[src/rtl/qpsk_pkg.sv]
// Shared types and constants for the QPSK transmit mapper.
package qpsk_pkg;

    localparam int unsigned QPSK_AMP_DEFAULT   = 724;
    localparam int unsigned QPSK_SYMS_PER_WORD = 16;
    localparam int unsigned IQ_W               = 11;
    localparam int unsigned WORD_W             = 32;
    localparam int unsigned SYM_W              = 2;
    localparam int unsigned REM_W              = $clog2(QPSK_SYMS_PER_WORD);

    typedef enum logic {
        IDLE = 1'b0,
        SEND = 1'b1
    } state_e;

    typedef logic [SYM_W-1:0]       sym_t;
    typedef logic signed [IQ_W-1:0] iq_t;

    typedef struct packed {
        iq_t ar;
        iq_t ai;
    } iq_pair_t;

endpackage

[src/rtl/iqmap_qpsk_if.sv]
// Word-in handshake plus I/Q sample output bundle of the QPSK mapper.
interface iqmap_qpsk_if;
    import qpsk_pkg::*;

    logic              valid_i;
    logic [WORD_W-1:0] data_i;
    logic              ready_o;
    logic              valid_o;
    iq_t               ar;
    iq_t               ai;
    logic              valid_raw;
    sym_t              raw;
    logic              busy;

    modport slave (
        input  valid_i, data_i,
        output ready_o, valid_o, ar, ai, valid_raw, raw, busy
    );

    modport master (
        output valid_i, data_i,
        input  ready_o, valid_o, ar, ai, valid_raw, raw, busy
    );

endinterface

[src/rtl/qpsk_map.sv]
// Combinational QPSK constellation lookup: bit0 sets the I sign, bit1 the Q sign.
module qpsk_map
    import qpsk_pkg::*;
#(
    parameter int unsigned AMP = QPSK_AMP_DEFAULT
) (
    input  sym_t     sym_i,
    output iq_pair_t iq_o
);

    localparam iq_t POS = iq_t'(AMP);
    localparam iq_t NEG = -POS;

    always_comb begin
        iq_o.ar = sym_i[0] ? NEG : POS;
        iq_o.ai = sym_i[1] ? NEG : POS;
    end

endmodule

[src/rtl/iqmap_qpsk.sv]
// QPSK transmit mapper: serialises 32-bit words LSB pair first into 16 symbols,
// each held for SYM_PERIOD clocks as registered signed I/Q samples.
module iqmap_qpsk
    import qpsk_pkg::*;
#(
    parameter int unsigned AMP        = QPSK_AMP_DEFAULT,
    parameter int unsigned SYM_PERIOD = 1
) (
    input  logic            CLK,
    input  logic            RST,
    iqmap_qpsk_if.slave     bus
);

    localparam int unsigned SREG_W = WORD_W - SYM_W;
    localparam int unsigned PCNT_W = (SYM_PERIOD > 1) ? $clog2(SYM_PERIOD) : 1;
    localparam logic [PCNT_W-1:0] PCNT_LOAD = PCNT_W'(SYM_PERIOD - 1);
    localparam logic [REM_W-1:0]  REM_LOAD  = REM_W'(QPSK_SYMS_PER_WORD - 1);

    state_e            state_q, state_d;
    logic [SREG_W-1:0] sreg_q,  sreg_d;
    logic [REM_W-1:0]  rem_q,   rem_d;
    logic [PCNT_W-1:0] pcnt_q,  pcnt_d;
    logic              valid_q, valid_d;
    iq_pair_t          iq_q,    iq_d;
    sym_t              raw_q,   raw_d;

    logic              ready_c;
    logic              accept_c;
    sym_t              sym_sel_c;
    iq_pair_t          map_iq_c;

    // Ready on idle, or in the final cycle of the last symbol so words stream gaplessly.
    always_comb begin
        ready_c   = (state_q == IDLE) ||
                    ((state_q == SEND) && (rem_q == '0) && (pcnt_q == '0));
        accept_c  = bus.valid_i && ready_c;
        sym_sel_c = accept_c ? bus.data_i[SYM_W-1:0] : sreg_q[SYM_W-1:0];
    end

    qpsk_map #(
        .AMP (AMP)
    ) u_map (
        .sym_i (sym_sel_c),
        .iq_o  (map_iq_c)
    );

    always_ff @(posedge CLK or negedge RST) begin
        if (!RST) begin
            state_q <= IDLE;
            sreg_q  <= '0;
            rem_q   <= '0;
            pcnt_q  <= '0;
            valid_q <= 1'b0;
            iq_q    <= '0;
            raw_q   <= '0;
        end else begin
            state_q <= state_d;
            sreg_q  <= sreg_d;
            rem_q   <= rem_d;
            pcnt_q  <= pcnt_d;
            valid_q <= valid_d;
            iq_q    <= iq_d;
            raw_q   <= raw_d;
        end
    end

    always_comb begin
        state_d = state_q;
        sreg_d  = sreg_q;
        rem_d   = rem_q;
        pcnt_d  = pcnt_q;
        valid_d = 1'b0;
        iq_d    = iq_q;
        raw_d   = raw_q;

        if (accept_c) begin
            state_d = SEND;
            sreg_d  = bus.data_i[WORD_W-1:SYM_W];
            rem_d   = REM_LOAD;
            pcnt_d  = PCNT_LOAD;
            valid_d = 1'b1;
            iq_d    = map_iq_c;
            raw_d   = sym_sel_c;
        end else if (state_q == SEND) begin
            if (pcnt_q != '0) begin
                pcnt_d = pcnt_q - PCNT_W'(1);
            end else if (rem_q != '0) begin
                sreg_d  = {{SYM_W{1'b0}}, sreg_q[SREG_W-1:SYM_W]};
                rem_d   = rem_q - REM_W'(1);
                pcnt_d  = PCNT_LOAD;
                valid_d = 1'b1;
                iq_d    = map_iq_c;
                raw_d   = sym_sel_c;
            end else begin
                // Last symbol done with no follow-on word: drop the carrier.
                state_d = IDLE;
                iq_d    = '0;
                raw_d   = '0;
            end
        end
    end

    assign bus.ready_o   = ready_c;
    assign bus.valid_o   = valid_q;
    assign bus.valid_raw = valid_q;
    assign bus.ar        = iq_q.ar;
    assign bus.ai        = iq_q.ai;
    assign bus.raw       = raw_q;
    assign bus.busy      = (state_q == SEND);

endmodule

[src/flat_wrapper.sv]
// flat-port wrapper written by rule: the top's interface ports become plain ports
module iqmap_qpsk_flat import qpsk_pkg::*;
#(
    parameter int unsigned AMP        = QPSK_AMP_DEFAULT,
    parameter int unsigned SYM_PERIOD = 1
)
  (CLK, RST, bus_valid_i, bus_data_i, bus_ready_o, bus_valid_o, bus_ar, bus_ai, bus_valid_raw, bus_raw, bus_busy);
  iqmap_qpsk_if bus_i ();
  input  logic CLK;
  input  logic RST;
  input wire logic [$bits(bus_i.valid_i)-1:0] bus_valid_i;
  input wire logic [$bits(bus_i.data_i)-1:0] bus_data_i;
  output wire logic [$bits(bus_i.ready_o)-1:0] bus_ready_o;
  output wire logic [$bits(bus_i.valid_o)-1:0] bus_valid_o;
  output wire logic [$bits(bus_i.ar)-1:0] bus_ar;
  output wire logic [$bits(bus_i.ai)-1:0] bus_ai;
  output wire logic [$bits(bus_i.valid_raw)-1:0] bus_valid_raw;
  output wire logic [$bits(bus_i.raw)-1:0] bus_raw;
  output wire logic [$bits(bus_i.busy)-1:0] bus_busy;
  assign bus_i.valid_i = bus_valid_i;
  assign bus_i.data_i = bus_data_i;
  assign bus_ready_o = bus_i.ready_o;
  assign bus_valid_o = bus_i.valid_o;
  assign bus_ar = bus_i.ar;
  assign bus_ai = bus_i.ai;
  assign bus_valid_raw = bus_i.valid_raw;
  assign bus_raw = bus_i.raw;
  assign bus_busy = bus_i.busy;
  iqmap_qpsk #(.AMP(AMP), .SYM_PERIOD(SYM_PERIOD)) u_core (.CLK(CLK), .RST(RST), .bus(bus_i));
endmodule
[config.mk]
export PLATFORM = sky130hd
export DESIGN_NAME = iqmap_qpsk_flat
export DESIGN_NICKNAME = d
export VERILOG_FILES = /design/src/rtl/qpsk_pkg.sv /design/src/rtl/iqmap_qpsk_if.sv /design/src/rtl/qpsk_map.sv /design/src/rtl/iqmap_qpsk.sv /design/src/flat_wrapper.sv
export SDC_FILE = /design/constraint.sdc
export NUM_CORES = 1
export LEC_CHECK = 0
export CORE_MARGIN = 1
export CORE_UTILIZATION = 47
export DETAILED_ROUTE_END_ITERATION = 12
export HOLD_SLACK_MARGIN = 0.03
export MAX_ROUTING_LAYER = met4
export PLACE_DENSITY_LB_ADDON = 0.05
export SKIP_LAST_GASP = 1
export SYNTH_ARGS = -nofsm -noshare
export SYNTH_HDL_FRONTEND = slang
export SYNTH_SLANG_ARGS = --single-unit
[constraint.sdc]
create_clock -name CLK -period 2 [get_ports CLK]
set_input_delay 0.4 -clock CLK [delete_from_list [all_inputs] [get_ports CLK]]
set_output_delay 0.4 -clock CLK [all_outputs]
set_load 0.02 [all_outputs]
Yosys cells after proc, flatten, opt, wreduce, memory -nomap -nowiden. Cells that the tools add are included.

Output and inout bits: 28. Flip-flop bits (word level): 61.

Add/subtract/negate cells: 2. Reductions and logical operators: 10. Equal/unequal tests: 1. Mux-type cells: 29. Bitwise operators: 2.

Operators with widths (count): 2-to-1 mux 30 bit (4); 2-to-1 mux 22 bit (4); 2-to-1 mux 11 bit (2); 2-to-1 mux 4 bit (4); 2-to-1 mux 1 bit (10); 2-to-1 mux 2 bit (5); logical NOT 4 bit (1); nonzero test 2 bit (2); nonzero test 4 bit (1); subtractor 4 x 1 -> 4 bit, second input constant (1); logical AND 1 bit (3); AND reduction 3 bit (1); inequality test 2 bit, second input constant (1); inverter 1 bit (2); AND reduction 2 bit (1); logical OR 1 bit (1); subtractor 1 bit, second input constant (1).

Logic depth before layout (Yosys ltp).
Word-level depth: 11. Mapped depth: 8. Mapped depth without buffers: 6.

Cells and area by module. A second synthesis with hierarchy kept.

Cell total of the unflattened synthesis: 245. Area, all modules: 2755.1 µm².

Modules (own cells, without submodules): iqmap_qpsk (cells each 221, seq. area each 1476.4 µm², area an instance 2590.0 µm², times used 1); qpsk_map (cells each 24, seq. area each 0.0 µm², area an instance 165.2 µm², times used 1).

Least setup slack after synthesis. OpenSTA, ideal clock, no wires.

Path kind: register to output. Start point: reg u_core.rem_q[0]. End point: out bus_ready_o. Setup slack: 0.085 ns. Arrival time: 1.515 ns. Data required time: 1.600 ns. Cell stages (with the launch flop): 8. Cell sequence: dfrtp_1 inv_1 ha_1 or3b_1 buf_2 and2_4 buf_6 inv_1.

Longest elaborated chain between the ends: 4.

Ends and longest elaborated chain: start, declared (RTL line iqmap_qpsk.sv:21) `logic [REM_W-1:0] rem_q, rem_d;`; start signal, assigned (RTL line iqmap_qpsk.sv:59) `rem_q <= rem_d;`; logical NOT 4 bit (RTL line iqmap_qpsk.sv:35) `((state_q == SEND) && (rem_q == '0) && (pcnt_q == '0));`; logical AND 1 bit (2 in series) (RTL line iqmap_qpsk.sv:35); logical OR 1 bit (RTL line iqmap_qpsk.sv:34) `ready_c = (state_q == IDLE) ||`; end, declared (RTL line flat_wrapper.sv:13) `output wire logic [$bits(bus_i.ready_o)-1:0] bus_ready_o;`.

No other way between the ends.

Final worst setup path. Same ends and word-level chain as after synthesis.

==> impl_metrics.prom <==
# TYPE chip_impl_metric gauge
chip_impl_info{name="status",value="complete, but fails checks"} 1
chip_impl_info{name="violations",value="design-rule violations, negative setup slack"} 1
chip_impl_metric{name="boundaryPins",unit=""} 63
chip_impl_metric{name="grt_first_pass_wirelength",unit="µm"} 7330
chip_impl_metric{name="worst-r2r-setup-slack",unit="ns"} 0.09
chip_impl_metric{name="post-dp-hpwl",unit="µm"} 2950
chip_impl_info{name="layout_common_cells",value="55 x sky130_fd_sc_hd__clkdlybuf4s50_1, 40 x sky130_fd_sc_hd__dfrtp_1, 31 x sky130_fd_sc_hd__mux2i_1, 28 x sky130_fd_sc_hd__nand3_1, 19 x sky130_fd_sc_hd__o21ai_2"} 1
chip_impl_metric{name="post-place-ws",unit="ns"} -0.214
chip_impl_metric{name="slew_violations",unit=""} 0
chip_impl_info{name="cts-root-buf",value="sky130_fd_sc_hd__clkbuf_8"} 1
chip_impl_info{name="worst_r2r_startpoint",value="u_core.rem_q[0]$_DFFE_PN0P_"} 1
chip_impl_metric{name="route.detailed.wl_per_inst",unit="µm"} 14.7
chip_impl_metric{name="wl",unit="µm"} 4390
chip_impl_metric{name="crit_arrival",unit="ns"} 1.60
chip_impl_metric{name="yosys_synthesis_warning_count",unit=""} 0
chip_impl_info{name="critPathCaptureType",value="output port"} 1
chip_impl_metric{name="yosysUniqueCellTypes",unit=""} 29
chip_impl_metric{name="antenna_violations_before_repair",unit=""} 0
chip_impl_metric{name="area.growth.synth_to_final",unit="%"} 31.4
chip_impl_metric{name="diodes",unit=""} 0
chip_impl_metric{name="postRouteAntennaNets",unit=""} 0
chip_impl_metric{name="core.rowCount",unit=""} 24
chip_impl_metric{name="drt_iter0_markers",unit=""} 74
chip_impl_metric{name="crit_path_max_fanout",unit=""} 2
chip_impl_metric{name="fillers",unit=""} 360
chip_impl_metric{name="postSynthRegisterBits",unit=""} 40
chip_impl_metric{name="worst_clock_skew",unit="ns"} 0.00784
chip_impl_metric{name="worst_skew_pair.late_latency",unit="ns"} 0.30
chip_impl_metric{name="vias",unit=""} 1602
chip_impl_metric{name="firstDrtPassIters",unit=""} 8
chip_impl_metric{name="place.detailed.instances",unit=""} 288
chip_impl_metric{name="die-area",unit="µm²"} 4800
chip_impl_metric{name="netlist_area",unit="µm²"} 2130
chip_impl_metric{name="synth-seq-area-share",unit="%"} 47.0
chip_impl_metric{name="final-hold-violation-count",unit=""} 0
chip_impl_metric{name="synth_largest_type_area_fraction",unit="%"} 47.0
chip_impl_metric{name="syn_area_per_cell",unit="µm²"} 10.6
chip_impl_info{name="tritoncts_clock_tree",value="built"} 1
chip_impl_metric{name="residual_overflow_from_global_routing",unit=""} 0
chip_impl_metric{name="cts_buffers",unit=""} 5
chip_impl_metric{name="first_global_vias",unit=""} 1529
chip_impl_metric{name="initial_utilization",unit="%"} 48.9
chip_impl_metric{name="clk_pin_slew_worst_paths",unit="ns"} 0.08
chip_impl_metric{name="place_congestion",unit=""} 0.786
chip_impl_metric{name="tritoncts_num_sinks",unit=""} 40
chip_impl_metric{name="power_density",unit="nW/µm²"} 1260
chip_impl_metric{name="finalWorstSetupSlack",unit="ns"} -0.00249
chip_impl_metric{name="stdcell_count",unit=""} 299
chip_impl_info{name="synth_top_cells_by_area",value="sky130_fd_sc_hd__dfrtp_1 47%, sky130_fd_sc_hd__mux2i_1 15%, sky130_fd_sc_hd__o21ai_2 7.8%, sky130_fd_sc_hd__buf_4 7.4%, sky130_fd_sc_hd__nand3_1 6.6%"} 1
chip_impl_metric{name="layout-drive-gt1-share",unit="%"} 21.9
chip_impl_metric{name="max-cap-violations",unit=""} 0
chip_impl_metric{name="final_area",unit="µm²"} 2800
chip_impl_metric{name="total_area_of_multi_input_combinational_cells",unit="µm²"} 877
chip_impl_metric{name="synthesis.instances",unit=""} 200
chip_impl_metric{name="synth_simple_gate_area_share",unit="%"} 9.28
chip_impl_info{name="commonest_non_fill_non_tap_cell_in_the_layout",value="sky130_fd_sc_hd__clkdlybuf4s50_1"} 1
chip_impl_metric{name="synth_xor_area_share",unit="%"} 0
chip_impl_metric{name="chipWidth",unit="µm"} 69.3
chip_impl_metric{name="proportion_of_synthesized_area_in_mux_cells",unit="%"} 14.6
chip_impl_metric{name="remaining_drc_errors",unit=""} 1
chip_impl_metric{name="final_period_minus_worst_setup_slack",unit="ns"} 2.00
chip_impl_metric{name="required_time_of_the_critical_path",unit="ns"} 1.60
chip_impl_info{name="crit_type",value="reg2out"} 1
chip_impl_info{name="type_of_the_most_critical_hold_path",value="in2async"} 1
chip_impl_metric{name="vdd_ir_drop_max",unit="mV"} 0.653
chip_impl_metric{name="synth-compound-area-share",unit="%"} 15.2
chip_impl_metric{name="final.period_utilization",unit="%"} 100
chip_impl_metric{name="fin_nets",unit=""} 282
chip_impl_info{name="largest_family_of_logic_cells_by_synthesized_area",value="compound AO/OA/AOI/OAI gates"} 1
chip_impl_info{name="rsz0062_at_grt",value="true"} 1
chip_impl_metric{name="post_synth_fa_ha_maj_area_fraction",unit="%"} 0.588
chip_impl_info{name="critical_path_launch_point",value="u_core.rem_q[0]$_DFFE_PN0P_"} 1
chip_impl_metric{name="cts-root-to-sink-buffers",unit=""} 2
chip_impl_metric{name="report.power.total",unit="mW"} 3.53
chip_impl_info{name="synth_top_area_cell",value="sky130_fd_sc_hd__dfrtp_1"} 1
chip_impl_metric{name="grt_start_max_net_pins",unit=""} 40
chip_impl_metric{name="floorplan.die.height",unit="µm"} 69.3
chip_impl_metric{name="cts_max_level",unit=""} 2
chip_impl_metric{name="core_area",unit="µm²"} 4350
chip_impl_metric{name="grt_util_all_layers",unit="%"} 20.1
chip_impl_metric{name="total_negative_setup_slack",unit="ns"} -0.00249
chip_impl_metric{name="avgViaCountPerCell",unit=""} 5.36
chip_impl_info{name="crit_path_start_kind",value="register"} 1
chip_impl_metric{name="placement.cell_area",unit="µm²"} 2630
chip_impl_metric{name="setup_violations",unit=""} 1
chip_impl_metric{name="fmaxAchievable",unit="MHz"} 499
chip_impl_metric{name="leakage_dissipation",unit="nW"} 1.28
chip_impl_metric{name="portBuffers",unit=""} 58
chip_impl_metric{name="register_area",unit="µm²"} 1000
-- stage by stage --
step	hold slack [ns]	util, %
floorplan	0.104	-
global route	0.0826	64.3
CTS	0.0616	63.6
detailed placement	0.385	60.3
finish	0.0548	64.3
global placement	0.382	60.3
-- state kept, by name (all words and copies together) (netlist names) --
name             flops
u_core.bus.ai        3
u_core.bus.ar        1
u_core.bus.raw       1
u_core.bus.busy      1
u_core.rem_q         4
u_core.sreg_q       30
-- layer usage --
metal	up-vias	routed length, µm	global-route usage, %
met2	56	2050	29.8
met5	-	0	-
met1	769	2040	26.3
met4	0	46	7.48
li1	771	-	-
met3	6	252	5.67
-- cells in the mapped netlist, drive strengths merged --
library cell  number
a21o               1
nand3             28
a221oi             1
nand2              2
o21ai             31
a32oi              2
a21oi              3
buf               34
dfrtp             40
or3b               1
nor2               4
a21bo              1
clkbuf             3
nand2b             1
a31oi              1
o221ai             2
and2               1
mux2i             31
nor3               1
inv                8
a211oi             1
conb               1
and3               1
ha                 1
-- critical path: stages (launching register included) --
cell,delay (ns)
sky130_fd_sc_hd__dfrtp_1,0.41
sky130_fd_sc_hd__inv_2,0.09
sky130_fd_sc_hd__ha_4,0.13
sky130_fd_sc_hd__or3b_4,0.38
sky130_fd_sc_hd__and2_4,0.16
sky130_fd_sc_hd__inv_4,0.05
sky130_fd_sc_hd__buf_6,0.10
-- logic make-up after synthesis --
| group | Yosys count |
|---|---|
| mux | 31 |
| fa+ha+maj | 1 |
| flops | 40 |
| buf+inv | 45 |
| compound gates | 43 |
| other cells | 1 |
| simple gates | 39 |
-- cell type report --
class | instances | share of cell area (%)
Clock buffer | 7 | 3.44
Clock inverter | 1 | 1.07
Inverter | 8 | 1.16
Multi-Input combinational cell | 118 | 31.3
Sequential cell | 40 | 35.8
Tap cell | 52 | 2.32
Timing Repair Buffer | 73 | 24.9
-- power breakdown --
group | internal, mW | total (mW) | leakage (nW) | switching (mW)
Sequential | 1.08 | 1.27 | 0.516 | 0.190
Clock | 0.440 | 0.719 | 0.0645 | 0.279
Combinational | 0.772 | 1.54 | 0.702 | 0.770
-- final timing paths --
path,endpoint,cells after the start
max in group asynchronous,u_core.sreg_q[20]$_DFFE_PN0P_,2
worst min-delay path,u_core.sreg_q[13]$_DFFE_PN0P_,1
worst min register to register,u_core.sreg_q[12]$_DFFE_PN0P_,2
worst max-delay path,bus_ready_o,6
worst max register to register,u_core.bus.ai[9]$_DFFE_PN0P_,7
min in group CLK,u_core.sreg_q[12]$_DFFE_PN0P_,2
-- repair_timing --
action,4_1_cts,5_1_grt
buffers inserted,1,2
hold buffers,0,0
endpoints found under the setup margin,1,4
pin swaps,1,1
gates resized for setup,10,4
Power figures use the tool's default switching activity.
